### config.mk
export PLATFORM = sky130hd
export DESIGN_NAME = imm_gen_stage
export DESIGN_NICKNAME = d
export VERILOG_FILES = /design/src/rtl/imm_gen_stage.sv
export SDC_FILE = /design/constraint.sdc
export NUM_CORES = 1
export LEC_CHECK = 0
export CORE_ASPECT_RATIO = 2
export CORE_UTILIZATION = 54
export DETAILED_ROUTE_END_ITERATION = 16
export GPL_TIMING_DRIVEN = 0
export PLACE_DENSITY = 0.86
export RECOVER_POWER = 50
export SETUP_SLACK_MARGIN = 0.02
export SYNTH_ARGS = -nofsm -noshare
export SYNTH_HDL_FRONTEND = slang
export SYNTH_SLANG_ARGS = --single-unit
### constraint.sdc
create_clock -name clk -period 3.1 [get_ports clk]
set_clock_uncertainty 0.15 [all_clocks]
set_input_delay 0.775 -clock clk [delete_from_list [all_inputs] [get_ports clk]]
set_output_delay 0.775 -clock clk [all_outputs]
set_load 0.03 [all_outputs]
### src/rtl/imm_gen_stage.sv
// Two-stage RV32I immediate generator with valid/ready on both sides and a saturating illegal-opcode counter.
// Define IMM_NEG_EN to add out_imm_neg, the registered two's complement of out_imm.
module imm_gen_stage #(
    parameter int CNT_W = 16
) (
    input  logic             clk,
    input  logic             rst_n,
    input  logic             flush,
    input  logic             in_valid,
    output logic             in_ready,
    input  logic [31:0]      in_instr,
    output logic             out_valid,
    input  logic             out_ready,
    output logic [31:0]      out_imm,
    output logic [2:0]       out_fmt,
    output logic             out_illegal,
`ifdef IMM_NEG_EN
    output logic [31:0]      out_imm_neg,
`endif
    output logic [CNT_W-1:0] ill_cnt
);

    typedef enum logic [2:0] {
        FMT_NONE = 3'd0,
        FMT_I    = 3'd1,
        FMT_S    = 3'd2,
        FMT_B    = 3'd3,
        FMT_U    = 3'd4,
        FMT_J    = 3'd5
    } fmt_e;

    logic        s1_valid;
    logic [31:0] s1_instr;
    logic        s2_valid;
    fmt_e        s2_fmt;

    logic [31:0] dec_imm;
    fmt_e        dec_fmt;
    logic        dec_ill;

    logic s1_adv;
    logic accept;
    logic out_fire;

    // S1 may move on whenever S2 is empty or is being drained this cycle.
    assign s1_adv   = s1_valid & (~s2_valid | out_ready);
    assign in_ready = ~s1_valid | (~s2_valid | out_ready);
    assign accept   = in_valid & in_ready & ~flush;
    assign out_fire = s2_valid & out_ready;

    assign out_valid = s2_valid;
    assign out_fmt   = s2_fmt;

    always_comb begin
        // NOTE: every output gets a default first so no path through the case infers a latch.
        dec_imm = '0;
        dec_fmt = FMT_NONE;
        dec_ill = 1'b1;
        unique case (s1_instr[6:0])
            7'b0010011, 7'b0000011, 7'b1100111, 7'b1110011: begin
                dec_imm = {{20{s1_instr[31]}}, s1_instr[31:20]};
                dec_fmt = FMT_I;
                dec_ill = 1'b0;
            end
            7'b0100011: begin
                dec_imm = {{20{s1_instr[31]}}, s1_instr[31:25], s1_instr[11:7]};
                dec_fmt = FMT_S;
                dec_ill = 1'b0;
            end
            7'b1100011: begin
                dec_imm = {{19{s1_instr[31]}}, s1_instr[31], s1_instr[7],
                           s1_instr[30:25], s1_instr[11:8], 1'b0};
                dec_fmt = FMT_B;
                dec_ill = 1'b0;
            end
            7'b0110111, 7'b0010111: begin
                dec_imm = {s1_instr[31:12], 12'b0};
                dec_fmt = FMT_U;
                dec_ill = 1'b0;
            end
            7'b1101111: begin
                dec_imm = {{11{s1_instr[31]}}, s1_instr[31], s1_instr[19:12],
                           s1_instr[20], s1_instr[30:21], 1'b0};
                dec_fmt = FMT_J;
                dec_ill = 1'b0;
            end
            default: ;
        endcase
    end

    // NOTE: sequential state is written with non-blocking assignments so every register samples pre-edge values.
    always_ff @(posedge clk or negedge rst_n) begin
        if (!rst_n) begin
            s1_valid <= 1'b0;
            s1_instr <= '0;
        end else if (flush) begin
            s1_valid <= 1'b0;
        end else if (accept) begin
            s1_valid <= 1'b1;
            s1_instr <= in_instr;
        end else if (s1_adv) begin
            s1_valid <= 1'b0;
        end
    end

    // Result registers only load on advance, which keeps them stable under backpressure.
    always_ff @(posedge clk or negedge rst_n) begin
        if (!rst_n) begin
            s2_valid    <= 1'b0;
            out_imm     <= '0;
            s2_fmt      <= FMT_NONE;
            out_illegal <= 1'b0;
`ifdef IMM_NEG_EN
            out_imm_neg <= '0;
`endif
        end else if (flush) begin
            s2_valid <= 1'b0;
        end else if (s1_adv) begin
            s2_valid    <= 1'b1;
            out_imm     <= dec_imm;
            s2_fmt      <= dec_fmt;
            out_illegal <= dec_ill;
`ifdef IMM_NEG_EN
            out_imm_neg <= ~dec_imm + 32'd1;
`endif
        end else if (out_fire) begin
            s2_valid <= 1'b0;
        end
    end

    // Counts delivered illegal results, including a delivery that coincides with flush.
    always_ff @(posedge clk or negedge rst_n) begin
        if (!rst_n) begin
            ill_cnt <= '0;
        end else if (out_fire && out_illegal && (ill_cnt != {CNT_W{1'b1}})) begin
            ill_cnt <= ill_cnt + 1'b1;
        end
    end

endmodule

== Word level (Yosys, flattened, before mapping) ==
Cells that the tools add are included.
Widths: inputs -> output; s select.
Storage, ports and cells
  register bits after elaboration: 86
  input bits: 37
  word-level logic and storage cells: 45
Cells by class
  add/subtract/negate cells: 1
  equality and inequality tests: 10
  muxes and demuxes: 9
  bitwise gates (word level): 9
  reductions and logical operators: 9
Operators by type and width (count)
  $pmux 32 s5: 1
  $eq 7x7->1 const B: 4
  $add 16x1->16 const B: 1
  $ne 16x16->1 const B: 1
  $pmux 3 s5: 1
  $eq 7x5->1 const B: 2
  $eq 7x6->1 const B: 2
  $reduce_or 9->1: 1
  $eq 7x2->1 const B: 1
  $mux 1: 7
  $reduce_bool 3->1: 2
  $and 1x1->1: 4
  $reduce_and 2->1: 2
  $reduce_or 4->1: 1
  $not 1->1: 3
  $logic_and 1x1->1: 2
  $or 1x1->1: 2
  $reduce_or 2->1: 1

== Depth between registers and ports, before layout ==
Gate-level depths: netlist of the first run.
  word-level depth: 7
  depth in mapped cells: 6

== Worst setup path before layout of the first run ==
No wires, ideal clock.
  path type: in2reg
  start: input port out_ready
  end: register s1_instr[10]
  library setup time: 0.125 ns
  arrival: 1.966 ns
  required time: 2.825 ns
  path slack: 0.859 ns
  stages: 5
  path buffers: 1
  cells stage by stage: nor2b_2 -> nand2_1 -> nand3b_1 -> buf_2 -> mux2_2
On the way
  word-level cells in the longest chain between the ends: 5
RTL lines
  from (decl): RTL line 13  | input logic out_ready,
  $or 1x1->1 (2 in series): RTL line 47  | assign in_ready = ~s1_valid | (~s2_valid | out_ready);
  named net in_ready: RTL line 10  | output logic in_ready,
  $and 1x1->1 (2 in series): RTL line 48  | assign accept = in_valid & in_ready & ~flush;
  $reduce_and 2->1 (no source line)
  to (signal assigned): RTL line 100  | s1_instr <= in_instr;
  to (decl): RTL line 33  | logic [31:0] s1_instr;
The timed path passes the listed nets, and every way through them passes these cells.
A chain may end at the register's enable or synchronous reset.

== Worst setup path after layout of the first run ==
  start: input port out_ready
  end: output port in_ready
On the way
  word-level cells in the longest chain between the ends: 2
RTL lines (RTL line)
  $or 1x1->1 (2 in series): 47
  to (decl): 10
No other way between the ends.

==> reports/metrics.cfg, run 1 <==
[run_status]
status = complete, but fails checks
violations = max-capacitance violations, max-slew violations

[detailed_routing]
drc = 0
finalWirelength_mm = 9.58
dr.pass1.iters = 4
final_antenna_net_count = 0
vias_per_cell = 5.73
initialDrtViolationCount = 157
vias = 3082
drt-wirelength-per-cell_um = 17.8

[synth]
yosysSeqAreaShare_pct = 55.6
yosys.area.top_type = dfrtp_1
synthArstFlopShare_pct = 100
syn-cell-area_um2 = 3870
synth.top_cell.area_share_pct = 55.6
ys_seq_elements = 86
synth_ff_type = dfrtp_1
yosys_warnings = 0
yosys-top-cells-count = dfrtp_1, nand2_1, mux2_2
yosysMostFrequentCell = dfrtp_1
synth_area_per_cell_um2 = 11.4
syn_inst = 341
ys_top_cells_by_area = dfrtp_1, mux2_2, nand2_1
syn_nets = 379
synth_edf_count = 0
yosysUniqueCellTypes = 52

[grt]
overflow = 0
grt_max_degree = 52
grtUsageTotal_pct = 28.2
antenna_found_initial = 0
grt_pass1_vias = 3240
grt_pass1_wl_mm = 15.2

[clock_network]
cts_max_level = 3
clk_path_buf_depth = 2
cts_tree = yes
clk_latency_ps = 340
post_cts_buffers = 0
clk_pin_slew_ps = 60
clock_sink_count = 86
root_buffer = clkbuf_16
cts_buffers = 9

[worst_setup_path]
end_kind = output pin
path_max_fanout = 5
cp.arrival_ps = 1860
startpoint_type = input port
worstPathRequired_ps = 2170
critPathKind = input port to output pin

[die]
die_x_um = 61.9
row_count = 43
die_y_um = 122
dieArea_um2 = 7530
pin_count = 91
placeableCoreArea_um2 = 6940
start_util_pct = 55.8

[place]
numPortBuffers = 90
dpl-instance-area_um2 = 4910
place_hpwl_mm = 6.99
gp_congestion = 0.912
dp.cells = 522

[sta]
fin_hold_ws_ps = 330
slew_viol_final = 36
period_share_pct = 89.9
fin_tns_setup_ps = 0
slew_headroom_pct = -31.1
rsz0062_at_grt = no
finalCriticalPeriod_ps = 2790
setup_viol = 0
max_freq_mhz = 359
worst_pin_slew_ps = 1970
hold_viol_final = 0

[finish]
fin_cells = 538
drive_gt1_share_pct = 15.0
antenna_cells = 0
stdcell_area_um2 = 5230
syn_to_final_growth_pct = 35.1
final_nets = 481
fillers = 470

[power]
power_density_nw_per_um2 = 672
total_leakage_power_nw = 2.24
irDropWorstVdd_v = 0.000511

[job]
maxCapViolCount = 1

[min_path]
hp-class = register to register

[logic make-up (layout without fill, tap and decap cells)]
kind of cell	count (synthesis)	in the layout	synth area share [%]
flip-flops	86	86	55.6
adder cells (fa/ha/maj)	1	1	0.323
multiplexers	35	35	10.1
AND/OR/NAND/NOR	113	113	15.1
AO/OA/AOI/OAI	71	71	12.7
XOR/XNOR	13	13	2.94
buffers and inverters	22	129	3.30
[sequential cells by signal, indices dropped and copies added, names as in the netlist]
name and cells:
out_fmt 3, ill_cnt 16, out_valid 1, out_imm 32, s1_instr 32, out_illegal 1
s1_valid 1
[power breakdown]
group	internal (W)	total, W	switching (W)
Combinational	0.000359	0.000789	0.000430
Sequential	0.00128	0.00141	0.000132
Clock	0.000889	0.00131	0.000425
[layer usage]
metal | global-route usage (%) | vias to the layer above | part of all wire [%]
met1 | 29.5 | 1532 | 36
li1 | - | 1420 | -
met3 | 4.67 | 28 | 3.7
met4 | 15.3 | 0 | 3.6
met2 | 50.5 | 102 | 57
met5 | 0 | - | 0
[final cells by class]
class	count	area (µm²)	area share [%]
plain buffers	20	100	1.91
clock buffers	10	239	4.57
clock inverters	6	133	2.53
inverters	2	7.51	0.143
multi-input cells	233	1560	29.9
flip-flops and latches	86	2150	41.1
well taps	90	113	2.15
repair buffers	91	925	17.7
[critical path, stage by stage]
cell,delay [ps]
clkdlybuf4s50_1,440
nor2b_1,270
nand2_1,120
dlymetal6s2s_1,250
[placed cells by master (no fill, tap or decap), types with 5 or more instances in the layout]
master,instances
buf_2,8
clkbuf_16,9
a21oi_1,31
nor2_1,25
o21ai_0,5
dfrtp_1,86
a31oi_1,5
a22o_1,6
o22a_1,5
xor2_1,10
clkbuf_1,8
nand2_1,43
and3_1,7
mux2_2,34
a21o_1,5
nand3_1,12
clkdlybuf4s50_1,88
[per-stage QoR]
stage	total power [W]	worst slack, ps	util [%]
floorplan	0.00186	859	-
global placement	0.00218	-1810	70.4
detailed placement	0.00222	30.0	70.8
CTS	0.00354	25.3	76.1
global route	0.00365	209	75.4
finish	0.00351	312	75.4
[path summary, 6_finish.rpt]
| check | from | end | slack (ps) | cells past startpoint |
|---|---|---|---|---|
| min in group asynchronous | rst_n | out_fmt[2] | 840 | 1 |
| worst max-delay path | out_ready | in_ready | 310 | 4 |
| worst min register to register | out_fmt[2] | out_fmt[2] | 330 | 2 |
| worst min-delay path | out_fmt[2] | out_fmt[2] | 330 | 2 |
| max in group asynchronous | rst_n | s1_instr[2] | 840 | 1 |
| worst max register to register | ill_cnt[0] | ill_cnt[1] | 810 | 6 |
[timing repair]
| item | CTS | global route |
|---|---|---|
| resized for setup | 0 | 1 |
| endpoints found under the setup margin | 0 | 1 |
| hold buffers | 0 | 0 |
Note: power is estimated with default switching activity, not from simulation.
==> inputs of run 2 (changes only) <==
--- a/config.mk
+++ b/config.mk
@@ -6,10 +6,9 @@
 export NUM_CORES = 1
 export LEC_CHECK = 0
 export CORE_ASPECT_RATIO = 2
-export CORE_UTILIZATION = 54
+export CORE_UTILIZATION = 35
 export DETAILED_ROUTE_END_ITERATION = 16
 export GPL_TIMING_DRIVEN = 0
-export PLACE_DENSITY = 0.86
 export RECOVER_POWER = 50
 export SETUP_SLACK_MARGIN = 0.02
 export SYNTH_ARGS = -nofsm -noshare
==> reports/metrics.cfg, run 2 (same netlist as run 1, synthesis figures left out) <==
[detailed_routing]
dr.pass1.iters = 5
finalWirelength_mm = 9.52
vias_per_cell = 5.04
drc = 0
initialDrtViolationCount = 115
final_antenna_net_count = 0
vias = 2964
drt-wirelength-per-cell_um = 16.2

[die]
dieArea_um2 = 11500
pin_count = 91
placeableCoreArea_um2 = 10800
die_y_um = 151
start_util_pct = 35.8
die_x_um = 76.4
row_count = 54

[clock_network]
ctsResizeCount = 1
cts_max_level = 3
cts_tree = yes
clk_pin_slew_ps = 60
post_cts_buffers = 0
root_buffer = clkbuf_16
cts_buffers = 9
clk_latency_ps = 340
postCtsHoldBufs = 0
clock_sink_count = 86
clk_path_buf_depth = 2

[worst_setup_path]
critPathKind = input port to output pin
worstPathRequired_ps = 2170
end_kind = output pin
cp.arrival_ps = 1910
r2r-start = ill_cnt[0]
startpoint = out_ready
r2r_slack_ps = 870
path_max_fanout = 5
startpoint_type = input port

[power]
irDropWorstVdd_v = 0.000310
total_leakage_power_nw = 2.19
power_density_nw_per_um2 = 627

[place]
place_hpwl_mm = 7.17
dp.cells = 572
place_ws_ps = 17.4
gp_congestion = 0.846
numPortBuffers = 90

[finish]
final_nets = 481
fin_cells = 588
drive_gt1_share_pct = 15.2
seq_area_um2 = 2150
top_regs = out_imm (32), s1_instr (32), ill_cnt (16)
fillers = 1035
multiInputGateArea_um2 = 1570
layout_commonest_cell = clkdlybuf4s50_1
syn_to_final_growth_pct = 35.0
final_cell_mix = clkdlybuf4s50_1, dfrtp_1, nand2_1
antenna_cells = 0

[sta]
period_share_pct = 91.4
setup_viol = 0
slew_headroom_pct = -12.1
worst_pin_slew_ps = 1680
finalCriticalPeriod_ps = 2830
max_freq_mhz = 353
rsz0062_at_grt = no
slew_viol_final = 29
setup_ws_ps = 266
hold_viol_final = 0

[run_status]
status = complete, but fails checks
violations = max-capacitance violations, max-slew violations

[grt]
antenna_found_initial = 0
overflow = 0
grt_pass1_vias = 3077
grtUsageTotal_pct = 17.9
grt_pass1_wl_mm = 15.8
grt_max_degree = 59

[min_path]
min_from = out_imm[31]
hp-class = register to register

[job]
maxCapViolCount = 1

run 2: worst paths after layout:
kind,end,cells past startpoint
worst max register to register,ill_cnt[1],6
worst min-delay path,out_imm[31],2
worst max-delay path,in_ready,4
min in group asynchronous,s1_instr[5],1
max in group asynchronous,s1_instr[23],2
worst min register to register,out_imm[31],2
run 2: power by group:
part           internal, W  total, W  switching [W]
Clock             0.000632   0.00109       0.000457
Sequential         0.00128   0.00141       0.000126
Combinational     0.000358  0.000781       0.000423
Total              0.00227   0.00328        0.00101
run 2: cell type report:
cell class	instances	area share [%]
tap	140	3.35
multi-input combinational	233	30.0
inverter	2	0.144
buffer	20	1.92
clock buffer	9	4.31
clock inverter	7	1.51
sequential	86	41.2
timing repair buffer	91	17.6
run 2: worst max-delay path: stages:
cell	delay [ps]
clkdlybuf4s50_1	460
nor2b_2	210
nand2_1	100
dlygate4sd2_1	370
run 2: routing by layer:
layer	vias up	GRT usage (%)	part of all wire (%)
met5	-	0	0
met1	1439	19.0	38
met4	0	7.98	2.5
met2	91	33.4	55
li1	1418	-	-
met3	16	3.76	4.2
run 2: through the flow:
stage	hold slack, ps	util (%)	area, µm²	total power [W]	setup TNS [ps]
floorplan	329	-	3870	0.00186	0
global placement	317	45.8	4950	0.00219	-174230
detailed placement	320	46.0	4970	0.00221	0
CTS	221	48.8	5280	0.00332	0
global route	367	48.3	5230	0.00345	0
finish	331	48.3	5230	0.00328	0
==> inputs of run 3 (changes only) <==
--- a/config.mk
+++ b/config.mk
@@ -5,7 +5,9 @@
 export SDC_FILE = /design/constraint.sdc
 export NUM_CORES = 1
 export LEC_CHECK = 0
+export ABC_AREA = 1
 export CORE_ASPECT_RATIO = 2
+export CORE_MARGIN = 10
 export CORE_UTILIZATION = 35
 export DETAILED_ROUTE_END_ITERATION = 16
 export GPL_TIMING_DRIVEN = 0
==> reports/metrics.cfg, run 3 <==
[synth]
synth_compound_area_share_pct = 2.26
yosysUniqueCellTypes = 25
yosys.area.top_type = dfrtp_1
synthAdderAreaFrac_pct = 0.293
syn_nets = 535
yosys.area_share.simple_pct = 31.7
syn-cell-area_um2 = 4270
yosysSeqAreaShare_pct = 50.4
synth_top_family_by_area = simple AND/OR/NAND/NOR gates
ys_top_cells_by_area = dfrtp_1, nand2_1, mux2_2
synth_xor_area_share_pct = 2.26
synth.area.mux_share_pct = 7.13
synthArstFlopShare_pct = 100
synth.top_cell.area_share_pct = 50.4
yosysMostFrequentCell = nand2_1
syn_inst = 497
synth_area_per_cell_um2 = 8.58
synth_ff_type = dfrtp_1
synth_edf_count = 0
yosys-top-cells-count = nand2_1, dfrtp_1, nand3_1
yosys_warnings = 0
ys_seq_elements = 86

[clock_network]
clk_path_buf_depth = 2
clk_pin_slew_ps = 60
clock_sink_count = 86
cts_buffers = 9
clk_latency_ps = 340
cts_max_level = 3
postCtsHoldBufs = 0
root_buffer = clkbuf_16
cts_tree = yes

[finish]
top_regs = out_imm (32), s1_instr (32), ill_cnt (16)
syn_to_final_growth_pct = 31.9
final_nets = 637
drive_gt1_share_pct = 13.9
final_cell_mix = nand2_1, clkdlybuf4s50_1, dfrtp_1
fin_util_pct = 46.7
layout_commonest_cell = nand2_1
antenna_cells = 0

[worst_setup_path]
path_max_fanout = 3
end_kind = output pin
r2r_slack_ps = 820
critPathKind = input port to output pin
worstPathRequired_ps = 2170
startpoint_type = input port
cp.arrival_ps = 1890

[grt]
overflow = 0
grt_pass1_vias = 3699
antenna_found_initial = 0
grtUsageTotal_pct = 13.1
grt_pass1_wl_mm = 18.5
grt_max_degree = 49

[power]
total_leakage_power_nw = 2.82
power_density_nw_per_um2 = 539
irDropWorstVdd_v = 0.000337

[place]
numPortBuffers = 90
place_hpwl_mm = 8.95
gp_congestion = 0.851
place_ws_ps = -15.9

[die]
placeableCoreArea_um2 = 12100
pin_count = 91
die_y_um = 176
die_x_um = 98.1
start_util_pct = 35.4
row_count = 57
dieArea_um2 = 17300

[sta]
slew_headroom_pct = -47.7
finalCriticalPeriod_ps = 2820
max_freq_mhz = 355
rsz0062_at_grt = no
period_share_pct = 90.9
hold_viol_final = 0
worst_pin_slew_ps = 2220
fin_tns_setup_ps = 0
setup_ws_ps = 281
slew_viol_final = 39
setup_viol = 0

[job]
maxCapViolCount = 1

[detailed_routing]
dr.pass1.iters = 4
vias = 3553
drt-wirelength-per-cell_um = 15.1
initialDrtViolationCount = 127
drc = 0
vias_per_cell = 4.73
final_antenna_net_count = 0
finalWirelength_mm = 11.4

[run_status]
status = complete, but fails checks
violations = max-capacitance violations, max-slew violations

[min_path]
hp-class = register to register

==> run 3: cell count changes after synthesis, sizes merged, moves of 4 or more <==
cell and change:
nand2 +169, xor2 -5, inv +34, a211oi -4, a22o -6, a31oi -5
a21o -5, a21oi -24, and3 -7, o22a -5, mux2 -7, o21ai +5
nand3 +40, nor2 +6
==> run 3: final timing paths <==
path                              from      endpoint  depth (start not counted)
max in group asynchronous        rst_n  s1_instr[23]                          1
hold reg to reg            out_imm[16]   out_imm[16]                          2
setup / recovery             out_ready      in_ready                          4
setup reg to reg            ill_cnt[0]    ill_cnt[6]                          7
min in group asynchronous        rst_n   ill_cnt[15]                          1
hold / removal             out_imm[16]   out_imm[16]                          2
==> run 3: cells by family (layout without fill, tap and decap cells) <==
family | Yosys count | in the layout
adders and majority gates | 1 | 1
and+or+nand+nor | 303 | 303
xor gates and xnor gates | 11 | 11
AOI/OAI and AO/OA | 17 | 17
DFF | 86 | 86
muxes | 27 | 27
buffers and inverters | 52 | 159
==> run 3: metal layers <==
layer  wire [µm]  global-route usage, %  vias up
met1        4290                   13.3     1688
met5           0                      0        -
li1            -                      -     1778
met2        6320                   24.4       71
met4         256                   5.79        0
met3         486                   3.33       16
==> run 3: through the flow <==
stage	hold slack, ps	total power, W	area (µm²)	cells
after floorplan	329	0.00175	4270	497
after global placement	313	0.00204	5350	734
after detailed placement	314	0.00206	5380	735
after CTS	275	0.00307	5650	751
after global routing	359	0.00317	5630	751
final	326	0.00303	5630	751
==> run 3: timing repair <==
| item | 4_1_cts | 5_1_grt |
|---|---|---|
| resized for setup | 1 | 0 |
| endpoints found under the setup margin | 1 | 0 |
| buffers inserted | 0 | 0 |
| endpoints found under the hold margin | 0 | 0 |
==> run 3: final cells by class <==
cell class	instances	area [µm²]
well taps	147	184
clock inverters	6	46.3
plain buffers	16	106
flip-flops and latches	86	2150
inverters	36	135
multi-input cells	359	1850
fillers	1206	6430
repair buffers	91	921
clock buffers	10	229
==> run 3: power breakdown <==
part           total (W)  switching [W]  internal, W
clock            0.00100       0.000458     0.000546
sequential       0.00138       0.000124      0.00125
combinational   0.000652       0.000366     0.000285
total            0.00303       0.000949      0.00208
==> run 3: worst max-delay path, stage by stage <==
cell	delay, ps
clkdlybuf4s50_1	470
nor2_4	170
nand2_1	110
dlygate4sd2_1	370
